===== src/rtl/uart_tx_fifo_wb_pkg.sv =====
// Shared definitions for the Wishbone UART transmitter: FSM states,
// register offsets and STATUS field positions.
package uart_tx_fifo_wb_pkg;

    typedef enum logic [1:0] {
        ST_IDLE  = 2'd0,
        ST_START = 2'd1,
        ST_DATA  = 2'd2,
        ST_STOP  = 2'd3
    } tx_state_e;

    localparam int   ADR_SEL_BIT  = 2;
    localparam logic ADR_DATA     = 1'b0;
    localparam logic ADR_STATUS   = 1'b1;

    localparam int ST_EMPTY_BIT = 0;
    localparam int ST_FULL_BIT  = 1;
    localparam int ST_BUSY_BIT  = 2;
    localparam int ST_OVF_BIT   = 3;
    localparam int ST_COUNT_LSB = 4;

    function automatic logic [31:0] status_word(
        input logic [7:0] count,
        input logic       ovf,
        input logic       busy,
        input logic       full,
        input logic       empty
    );
        logic [31:0] w;
        w = '0;
        w[ST_COUNT_LSB +: 8] = count;
        w[ST_OVF_BIT]        = ovf;
        w[ST_BUSY_BIT]       = busy;
        w[ST_FULL_BIT]       = full;
        w[ST_EMPTY_BIT]      = empty;
        return w;
    endfunction

endpackage


===== src/rtl/tx_byte_fifo.sv =====
// Circular byte FIFO with wrapping pointers and an explicit occupancy count.
// Full/empty come from the registered count, so a push on a full FIFO is dropped even if a pop happens on the same edge.
module tx_byte_fifo #(
    parameter int DEPTH_LOG2 = 4
) (
    input  logic                clk,
    input  logic                rst,
    input  logic                push,
    input  logic [7:0]          din,
    input  logic                pop,
    output logic [7:0]          dout,
    output logic [DEPTH_LOG2:0] count,
    output logic                full,
    output logic                empty
);

    localparam int DEPTH = 1 << DEPTH_LOG2;

    logic [7:0]            mem_q [DEPTH];
    logic [DEPTH_LOG2-1:0] wr_ptr_q, wr_ptr_d;
    logic [DEPTH_LOG2-1:0] rd_ptr_q, rd_ptr_d;
    logic [DEPTH_LOG2:0]   count_q, count_d;
    logic                  do_push;
    logic                  do_pop;

    assign full    = (count_q == (DEPTH_LOG2 + 1)'(DEPTH));
    assign empty   = (count_q == '0);
    assign do_push = push & ~full;
    assign do_pop  = pop & ~empty;
    assign dout    = mem_q[rd_ptr_q];
    assign count   = count_q;

    always_comb begin
        wr_ptr_d = wr_ptr_q;
        rd_ptr_d = rd_ptr_q;
        count_d  = count_q;
        if (do_push) wr_ptr_d = wr_ptr_q + 1'b1;
        if (do_pop)  rd_ptr_d = rd_ptr_q + 1'b1;
        case ({do_push, do_pop})
            2'b10:   count_d = count_q + 1'b1;
            2'b01:   count_d = count_q - 1'b1;
            default: count_d = count_q;
        endcase
    end

    always_ff @(posedge clk) begin
        if (rst) begin
            wr_ptr_q <= '0;
            rd_ptr_q <= '0;
            count_q  <= '0;
        end else begin
            wr_ptr_q <= wr_ptr_d;
            rd_ptr_q <= rd_ptr_d;
            count_q  <= count_d;
        end
    end

    always_ff @(posedge clk) begin
        if (do_push) mem_q[wr_ptr_q] <= din;
    end

endmodule


===== src/rtl/uart_tx_fifo_wb.sv =====
// Wishbone slave UART transmitter: DATA register feeds a byte FIFO,
// an 8N1 serializer drains it onto o_tx, STATUS exposes FIFO/line state.
module uart_tx_fifo_wb #(
    parameter int CLKS_PER_BIT = 104,
    parameter int DEPTH_LOG2   = 4
) (
    input  logic        i_wb_clk,
    input  logic        i_wb_rst,
    input  logic [2:0]  i_wb_adr,
    input  logic        i_wb_cyc,
    input  logic        i_wb_we,
    input  logic [3:0]  i_wb_sel,
    input  logic [31:0] i_wb_dat,
    output logic [31:0] o_wb_rdt,
    output logic        o_wb_ack,
    output logic        o_tx,
    output logic        o_busy,
    output logic        o_fifo_full
);

    import uart_tx_fifo_wb_pkg::*;

    localparam int BW = (CLKS_PER_BIT > 2) ? $clog2(CLKS_PER_BIT) : 1;
    localparam logic [BW-1:0] BAUD_MAX = BW'(CLKS_PER_BIT - 1);

    logic                ack_q, ack_d;
    logic [31:0]         rdt_q, rdt_d;
    logic                ovf_q, ovf_d;
    logic                tx_q, tx_d;
    logic                busy_q, busy_d;
    tx_state_e           state_q, state_d;
    logic [7:0]          shift_q, shift_d;
    logic [2:0]          bit_q, bit_d;
    logic [BW-1:0]       baud_q, baud_d;

    logic                req;
    logic                is_status;
    logic                wr_data;
    logic                rd_status;
    logic                ovf_set;
    logic                fifo_pop;
    logic [7:0]          fifo_dout;
    logic [DEPTH_LOG2:0] fifo_count;
    logic                fifo_full;
    logic                fifo_empty;
    logic                unused_bits;

    assign unused_bits = ^{i_wb_dat[31:8], i_wb_sel[3:1], i_wb_adr[1:0]};

    // Side effects only on the edge that raises ack.
    assign req       = i_wb_cyc & ~ack_q;
    assign is_status = (i_wb_adr[ADR_SEL_BIT] == ADR_STATUS);
    assign wr_data   = req & i_wb_we & ~is_status & i_wb_sel[0];
    assign rd_status = req & ~i_wb_we & is_status;
    assign ovf_set   = wr_data & fifo_full;

    tx_byte_fifo #(
        .DEPTH_LOG2 (DEPTH_LOG2)
    ) u_fifo (
        .clk   (i_wb_clk),
        .rst   (i_wb_rst),
        .push  (wr_data),
        .din   (i_wb_dat[7:0]),
        .pop   (fifo_pop),
        .dout  (fifo_dout),
        .count (fifo_count),
        .full  (fifo_full),
        .empty (fifo_empty)
    );

    always_comb begin
        ack_d = i_wb_cyc & ~ack_q;
        rdt_d = '0;
        ovf_d = ovf_q;
        if (rd_status) begin
            rdt_d = status_word(8'(fifo_count), ovf_q, busy_q,
                                fifo_full, fifo_empty);
            ovf_d = 1'b0;
        end
        if (ovf_set) ovf_d = 1'b1;
    end

    always_comb begin
        state_d  = state_q;
        shift_d  = shift_q;
        bit_d    = bit_q;
        baud_d   = baud_q;
        fifo_pop = 1'b0;
        unique case (state_q)
            ST_IDLE: begin
                if (!fifo_empty) begin
                    fifo_pop = 1'b1;
                    shift_d  = fifo_dout;
                    bit_d    = '0;
                    baud_d   = BAUD_MAX;
                    state_d  = ST_START;
                end
            end
            ST_START: begin
                if (baud_q == '0) begin
                    baud_d  = BAUD_MAX;
                    state_d = ST_DATA;
                end else begin
                    baud_d = baud_q - 1'b1;
                end
            end
            ST_DATA: begin
                if (baud_q == '0) begin
                    baud_d = BAUD_MAX;
                    if (bit_q == 3'd7) begin
                        state_d = ST_STOP;
                    end else begin
                        shift_d = {1'b0, shift_q[7:1]};
                        bit_d   = bit_q + 1'b1;
                    end
                end else begin
                    baud_d = baud_q - 1'b1;
                end
            end
            ST_STOP: begin
                if (baud_q == '0) state_d = ST_IDLE;
                else              baud_d  = baud_q - 1'b1;
            end
            default: state_d = ST_IDLE;
        endcase
    end

    // Line and busy are registered from the current state, one cycle behind it.
    always_comb begin
        busy_d = (state_q != ST_IDLE);
        case (state_q)
            ST_START: tx_d = 1'b0;
            ST_DATA:  tx_d = shift_q[0];
            default:  tx_d = 1'b1;
        endcase
    end

    always_ff @(posedge i_wb_clk) begin
        if (i_wb_rst) begin
            ack_q   <= 1'b0;
            rdt_q   <= '0;
            ovf_q   <= 1'b0;
            tx_q    <= 1'b1;
            busy_q  <= 1'b0;
            state_q <= ST_IDLE;
            shift_q <= '0;
            bit_q   <= '0;
            baud_q  <= '0;
        end else begin
            ack_q   <= ack_d;
            rdt_q   <= rdt_d;
            ovf_q   <= ovf_d;
            tx_q    <= tx_d;
            busy_q  <= busy_d;
            state_q <= state_d;
            shift_q <= shift_d;
            bit_q   <= bit_d;
            baud_q  <= baud_d;
        end
    end

    assign o_wb_ack    = ack_q;
    assign o_wb_rdt    = rdt_q;
    assign o_tx        = tx_q;
    assign o_busy      = busy_q;
    assign o_fifo_full = fifo_full;

endmodule

===== config.mk =====
export PLATFORM = sky130hd
export DESIGN_NAME = uart_tx_fifo_wb
export DESIGN_NICKNAME = d
export VERILOG_FILES = /design/src/rtl/uart_tx_fifo_wb_pkg.sv /design/src/rtl/tx_byte_fifo.sv /design/src/rtl/uart_tx_fifo_wb.sv
export SDC_FILE = /design/constraint.sdc
export NUM_CORES = 1
export LEC_CHECK = 0
export BUFFER_PORTS_ARGS = -buffer_cell sky130_fd_sc_hd__buf_2
export CAP_MARGIN = 40
export CORE_ASPECT_RATIO = 1.25
export CORE_MARGIN = 2
export CORE_UTILIZATION = 40
export CTS_CLUSTER_SIZE = 16
export DETAILED_ROUTE_END_ITERATION = 12
export SLEW_MARGIN = 10
export SYNTH_ARGS = -nofsm -noshare
export SYNTH_HDL_FRONTEND = slang
export SYNTH_SLANG_ARGS = --single-unit

===== constraint.sdc =====
create_clock -name i_wb_clk -period 4.05 [get_ports i_wb_clk]
set_input_delay 0.81 -clock i_wb_clk [delete_from_list [all_inputs] [get_ports i_wb_clk]]
set_output_delay 0.81 -clock i_wb_clk [all_outputs]
set_load 0.02 [all_outputs]

# After elaboration in Yosys (flattened, before gate mapping)
# Memory sizes are Yosys's and may differ from the RTL's. A register that Yosys moved wholly into a read port is not among the register bits.
# Cells that the tools add are included.
[classes]
addsub = 6
multipliers = 0
div_mod_pow = 0
magnitude_cmp = 0
n_eq_ne = 14
n_shift = 0
muxes = 28
bitwise = 15
reduce_logical = 12
[op_table]
columns = ["op", "n"]
rows = [
  ["$mux 8", 3],
  ["$mux 7", 3],
  ["$pmux 7 s3", 1],
  ["$pmux 8 s2", 1],
  ["$ne 2x2->1 const B", 7],
  ["$mux 2", 5],
  ["$pmux 5 s2", 1],
  ["$and 1x1->1", 9],
  ["$mux 3", 3],
  ["$add 4x1->4 const B", 2],
  ["$mux 4", 2],
  ["$pmux 2 s4", 1],
  ["$reduce_bool 2->1", 4],
  ["$logic_not 7->1", 1],
  ["$sub 7x1->7 const B", 1],
  ["$eq 2x2->1 const B", 3],
  ["$mux 1", 6],
  ["$not 1->1", 6],
  ["$pmux 3 s2", 1],
  ["$add 5x1->5 const B", 1],
  ["$eq 5x5->1 const B", 1],
  ["$logic_not 5->1", 1],
  ["$reduce_and 5->1", 1],
  ["$sub 5x1->5 const B", 1],
  ["other kinds (8)", 10],
]
[totals]
reg_bits = 69
latch_bits = 0
ramBits = 128
mem_bits_ro = 0
in_bits = 43
out_inout_bits = 36
elab_cells = 89
mem_count = 1
[memory_table]
columns = ["name", "depth", "width", "read_ports", "rd_ports_with_merged_regs", "wr", "line_no", "rtl"]
rows = [
  ["u_fifo.mem_q", 16, 8, 1, 1, 1, "tx_byte_fifo.sv:19", "logic [7:0] mem_q [DEPTH];"],
]

# Longest topological paths before layout
[logic_depth]
word_depth = 8
mapped_depth = 12
ltp_nobuf = 12

# Hierarchy
# Synthesis repeated with hierarchy kept, for this count alone.
[unflattened]
cells_unflattened = 534
hier_area_um2 = 7702.4
[modules_own_cells]
columns = ["mod", "n_inst", "cells_per_inst", "area_each_um2", "seq_area_each_um2"]
rows = [
  ["tx_byte_fifo", 1, 330, 5891.9, 4184.0],
  ["uart_tx_fifo_wb", 1, 204, 1810.5, 660.6],
]

# Least setup slack after synthesis
# No wires, ideal clock.
[synth_timing]
kind = "input-to-reg"
startpoint = "input i_wb_cyc"
endpoint = "register u_fifo.count_q[4] (netlist: u_fifo.count[4])"
setup_ps = 70
arrival_ps = 3098
required_ps = 3980
slack_ps = 881
stages = 11
path_buffers = 0
cell_sequence = "nand2b_1 -> a2111oi_4 -> inv_1 -> ha_1 -> xor2_1 -> ha_1 -> a211o_1 -> a21oi_1 -> a221oi_1 -> or3_1 -> a21oi_1"
[synth_between]
elab_chain_len = 7
elab_cells_between_ends = 9
classes_between = "eq/ne (2); mux (1); bitwise (5); reduce/logical (1)"
[synth_rtl]
columns = ["element", "line_no", "rtl"]
rows = [
  ["start, declared", "uart_tx_fifo_wb.sv:10", "input logic i_wb_cyc,"],
  ["$and 1x1->1 (*)", "uart_tx_fifo_wb.sv:51", "assign req = i_wb_cyc & ~ack_q;"],
  ["$and 1x1->1 (*) (3 in series)", "uart_tx_fifo_wb.sv:53", "assign wr_data = req & i_wb_we & ~is_status & i_wb_sel[0];"],
  ["$and 1x1->1 (*)", "tx_byte_fifo.sv:28", "assign do_push = push & ~full;"],
  ["$eq 2x1->1 / $eq 2x2->1 (equally long branches)", "tx_byte_fifo.sv:39", "case ({do_push, do_pop})"],
  ["$pmux 5 s2 / $reduce_bool 2->1 (equally long branches)", "n/a", ""],
  ["end signal, assigned", "tx_byte_fifo.sv:54", "count_q <= count_d;"],
  ["end, declared", "tx_byte_fifo.sv:22", "logic [DEPTH_LOG2:0] count_q, count_d;"],
]
# Mark *: on every way between the ends. The rest lies on a longest branch, timed or not.
# A chain may end at the register's enable or synchronous reset.

# Worst setup path in the final report
[layout_timing]
startpoint = "register u_fifo.count_q[1] (netlist: u_fifo.count[1])"
endpoint = "register u_fifo.count_q[4] (netlist: u_fifo.count[4])"
[layout_between]
elab_chain_len = 6
elab_cells_between_ends = 14
classes_between = "add/sub (2); eq/ne (3); mux (3); bitwise (4); reduce/logical (2)"
[layout_rtl]
columns = ["element", "line_no", "rtl"]
rows = [
  ["$logic_not 5->1", "tx_byte_fifo.sv:27", "assign empty = (count_q == '0);"],
  ["$mux 1", "uart_tx_fifo_wb.sv:91", "if (!fifo_empty) begin"],
  ["$mux 1", "uart_tx_fifo_wb.sv:89", "unique case (state_q)"],
  ["$and 1x1->1", "tx_byte_fifo.sv:29", "assign do_pop = pop & ~empty;"],
  ["$eq 2x1->1 / $eq 2x2->1 (equally long branches)", "tx_byte_fifo.sv:39", ""],
  ["$pmux 5 s2 / $reduce_bool 2->1 (equally long branches)", "n/a", ""],
]
# Several ways; a longest one is shown, not always the timed one.

==> reports/results.tsv <==
stage	metric	value	unit
worst_setup_path	path_delay_family	compound AO/OA/AOI/OAI gates	
global_route	globalRouteTotalUtil	0.149	
timing	finalCritPeriodShare	0.812	
finish	postLayoutCoreUtil	0.453	
drt	vias_per_cell	5.19	
power_and_ir_drop	power	5350	uW
logic_synthesis	synth_cells	533	
clocking	cts.htree.levels	4	
timing	drv_slew	0	
logic_synthesis	synth_edf_count	128	
timing	finalCriticalPeriod	3.29	ns
worst_setup_path	crit_fanout	10	
drt	ant_nets	0	
timing	hold_viol_final	0	
clocking	post_cts_buffers	0	
clocking	cts_root_buffer	clkbuf_16	
logic_synthesis	synthFlopType	edfxtp_1	
clocking	hold_buffers	0	
drt	drt_first_pass_iters	4	
power_and_ir_drop	leakagePower	0.00288	uW
worst_setup_path	start_kind	flip-flop	
place	gp_congestion	0.779	
power_and_ir_drop	share_comb_of_total_power	0.267	
power_and_ir_drop	power_density	634	nW/um^2
worst_setup_path	path_cells	or4_4, o21ai_1, inv_1, ha_1, xor2_1, ha_1, a211o_1, a21oi_1, a221oi_1, or3_1, a21oi_1	
timing	skew	0.0108	ns
die	rows	56	
power_and_ir_drop	p_int	3690	uW
worst_hold_path	min_path_type	flip-flop to flip-flop	
clocking	cts_tree	built	
timing	tns	0	ns
timing	tightestPinTransition	0.874	ns
worst_setup_path	worst-path-buf-inv	1	
outcome	status	complete, no violations	
power_and_ir_drop	p_clk_frac	0.322	
drt	post_drt_wl_per_cell	17.5	um
clocking	cts.clk_slew.worst_paths	0.07	ns
job	cap_violations	0	
timing	fmax	304	MHz
drt	route.top_layer_used	met4	
logic_synthesis	netlist_area	7560	um^2
finish	drive_above_1_share	0.174	
worst_setup_path	required	4.41	ns
global_route	overflow	0	
timing	rsz0062_at_grt	false	
global_route	grt_max_degree	39	
die	chipWidth	127	um
power_and_ir_drop	irDropWorstVdd	315	uV
drt	num_vias	4185	
logic_synthesis	synth_seq_cells	178	
worst_setup_path	cp.arrival	3.64	ns
die	die_area	20000	um^2
clocking	cts_resized	0	
drt	wl_met2	7420	um
drt	drt_iter0_markers	314	
drt	finalWirelength	14100	um
drt	wl_met3	516	um
logic_synthesis	synth.distinct_cells	54	
drt	route.detailed.drc	0	
finish	fin_nets	622	
place	hpwlAfterDp	9660	um
clocking	clk_path_buf_depth	2	
global_route	first_global_vias	4242	
global_route	grt_pass1_wl	22500	um
finish	final_cell_area	8440	um^2
worst_setup_path	cpPeakStageDelay	0.59	ns
timing	setup_viol	0	
power_and_ir_drop	seq_power_share	0.411	
logic_synthesis	synthArstFlopShare	0	
finish	syn_to_final_growth	11.6	%
power_and_ir_drop	power.switching	1660	uW
clocking	clkLatencyLatePin	0.43	ns
clocking	cts_buffers	17	
logic_synthesis	ys_seq_area_frac	0.641	
logic_synthesis	yosys_warnings	0	
timing	slew_headroom	0.417	
global_route	antenna_found_initial	0	
die	core-area	18600	um^2
finish	antenna-diode-count	0	
die	initial_core_util	0.405	
drt	met1_length	5970	um
clocking	clock_sinks	178	
finish	fillers	1661	
place	portBuffers	26	
worst_setup_path	slowest_stage	or4_4	
logic_synthesis	avgSynthCellArea	14.2	um^2
die	io_pins	79	
worst_setup_path	crit_type	flip-flop to flip-flop	
power_and_ir_drop	switching_share	0.310	
place	postPlaceCellArea	7810	um^2
worst_setup_path	endpoint_kind	flip-flop	
die	die_y	158	um
[kinds of logic after synthesis]
logic type      count (synthesis)  synth area share
fa+ha+maj                      17            0.0281
xor+xnor                       13            0.0151
flops                         178             0.641
simple gates                  133            0.0873
buf+inv                        68            0.0535
compound gates                 82            0.0772
other cells                     1          0.000496
mux                            41            0.0974
[flip-flops by register name, summed over array words and instances, names as in the netlist, named ones only]
register	count
baud_q	7
bit_q	3
o_busy	1
o_tx	1
o_wb_ack	1
o_wb_rdt	9
ovf_q	1
shift_q	8
state_q	2
u_fifo.count	5
u_fifo.mem_q	128
u_fifo.rd_ptr_q	4
u_fifo.wr_ptr_q	4
[routing by layer]
metal,vias up,GRT usage
li1,2012,-
met1,2089,0.173
met2,68,0.270
met3,16,0.0341
met4,0,0.0549
met5,-,0
[worst reg2reg max path, delay by kind of cell, from the launching register on]
family                     cells  cell delay [ns]
AOI/OAI and AO/OA              5             0.97
xor gates and xnor gates       1             0.18
adders and majority gates      2             0.56
buffers and inverters          1             0.19
DFF                            1             0.41
and+or+nand+nor                2             0.92
[Yosys cell counts, types with 6 or more instances]
| library cell | number | area, um^2 |
|---|---|---|
| a21oi_1 | 26 | 130 |
| a221o_1 | 6 | 60.1 |
| nand2_1 | 35 | 131 |
| clkbuf_1 | 9 | 33.8 |
| ha_1 | 17 | 213 |
| and2_1 | 12 | 75.1 |
| nand2b_1 | 11 | 68.8 |
| nand4_1 | 6 | 37.5 |
| buf_4 | 28 | 210 |
| inv_1 | 18 | 67.6 |
| xnor2_1 | 6 | 52.6 |
| xor2_1 | 7 | 61.3 |
| a221oi_1 | 10 | 87.6 |
| dfxtp_1 | 50 | 1000 |
| mux2i_1 | 15 | 150 |
| edfxtp_1 | 128 | 3840 |
| nor3_1 | 8 | 40.0 |
| o21ai_0 | 11 | 55.1 |
| nor2_1 | 40 | 150 |
| mux4_2 | 26 | 586 |
| buf_2 | 7 | 35.0 |
[final cells by class]
class	instances	area, um^2	area share
repair buffers	38	216	0.0257
clock buffers	17	425	0.0504
clock inverters	14	200	0.0237
multi-input cells	309	2390	0.283
flip-flops and latches	178	4850	0.574
well taps	232	290	0.0344
inverters	18	67.6	0.00801
[power groups by stage]
| stage | combinational, uW | clock (uW) | sequential, uW |
|---|---|---|---|
| floorplan | 1250 | 0 | 2180 |
| global placement | 1370 | 0 | 2230 |
| detailed placement | 1420 | 0 | 2240 |
| CTS | 1430 | 1760 | 2200 |
| global route | 1580 | 1830 | 2220 |
| finish | 1430 | 1720 | 2200 |
[path summary, 6_finish.rpt]
path / start / endpoint / slack (ns) / cells after the start
worst max-delay path: u_fifo.count[1] / u_fifo.count[4] / 0.76 / 11
worst min-delay path: shift_q[0] / shift_q[0] / 0.45 / 2
worst max register to register: u_fifo.count[1] / u_fifo.count[4] / 0.76 / 11
worst min register to register: shift_q[0] / shift_q[0] / 0.45 / 2
[cell usage in the layout, fill, tap and decap left out, drive strengths merged, types with 23 or more instances in the layout]
cell    netlist  final
inv          18     23
edfxtp      128    128
conb          1     23
a21oi        26     26
nor2         40     40
dfxtp        50     50
mux4         26     26
nand2        35     35
buf          40     38
[metrics by stage]
step,hold slack [ns],setup slack (ns),instances
finish,0.453,0.762,806
global route,0.478,0.562,806
CTS,0.453,0.761,806
detailed placement,0.436,0.581,775
global placement,0.437,0.681,771
floorplan,0.429,0.881,555
No activity file was read; power rests on OpenSTA's default activity.
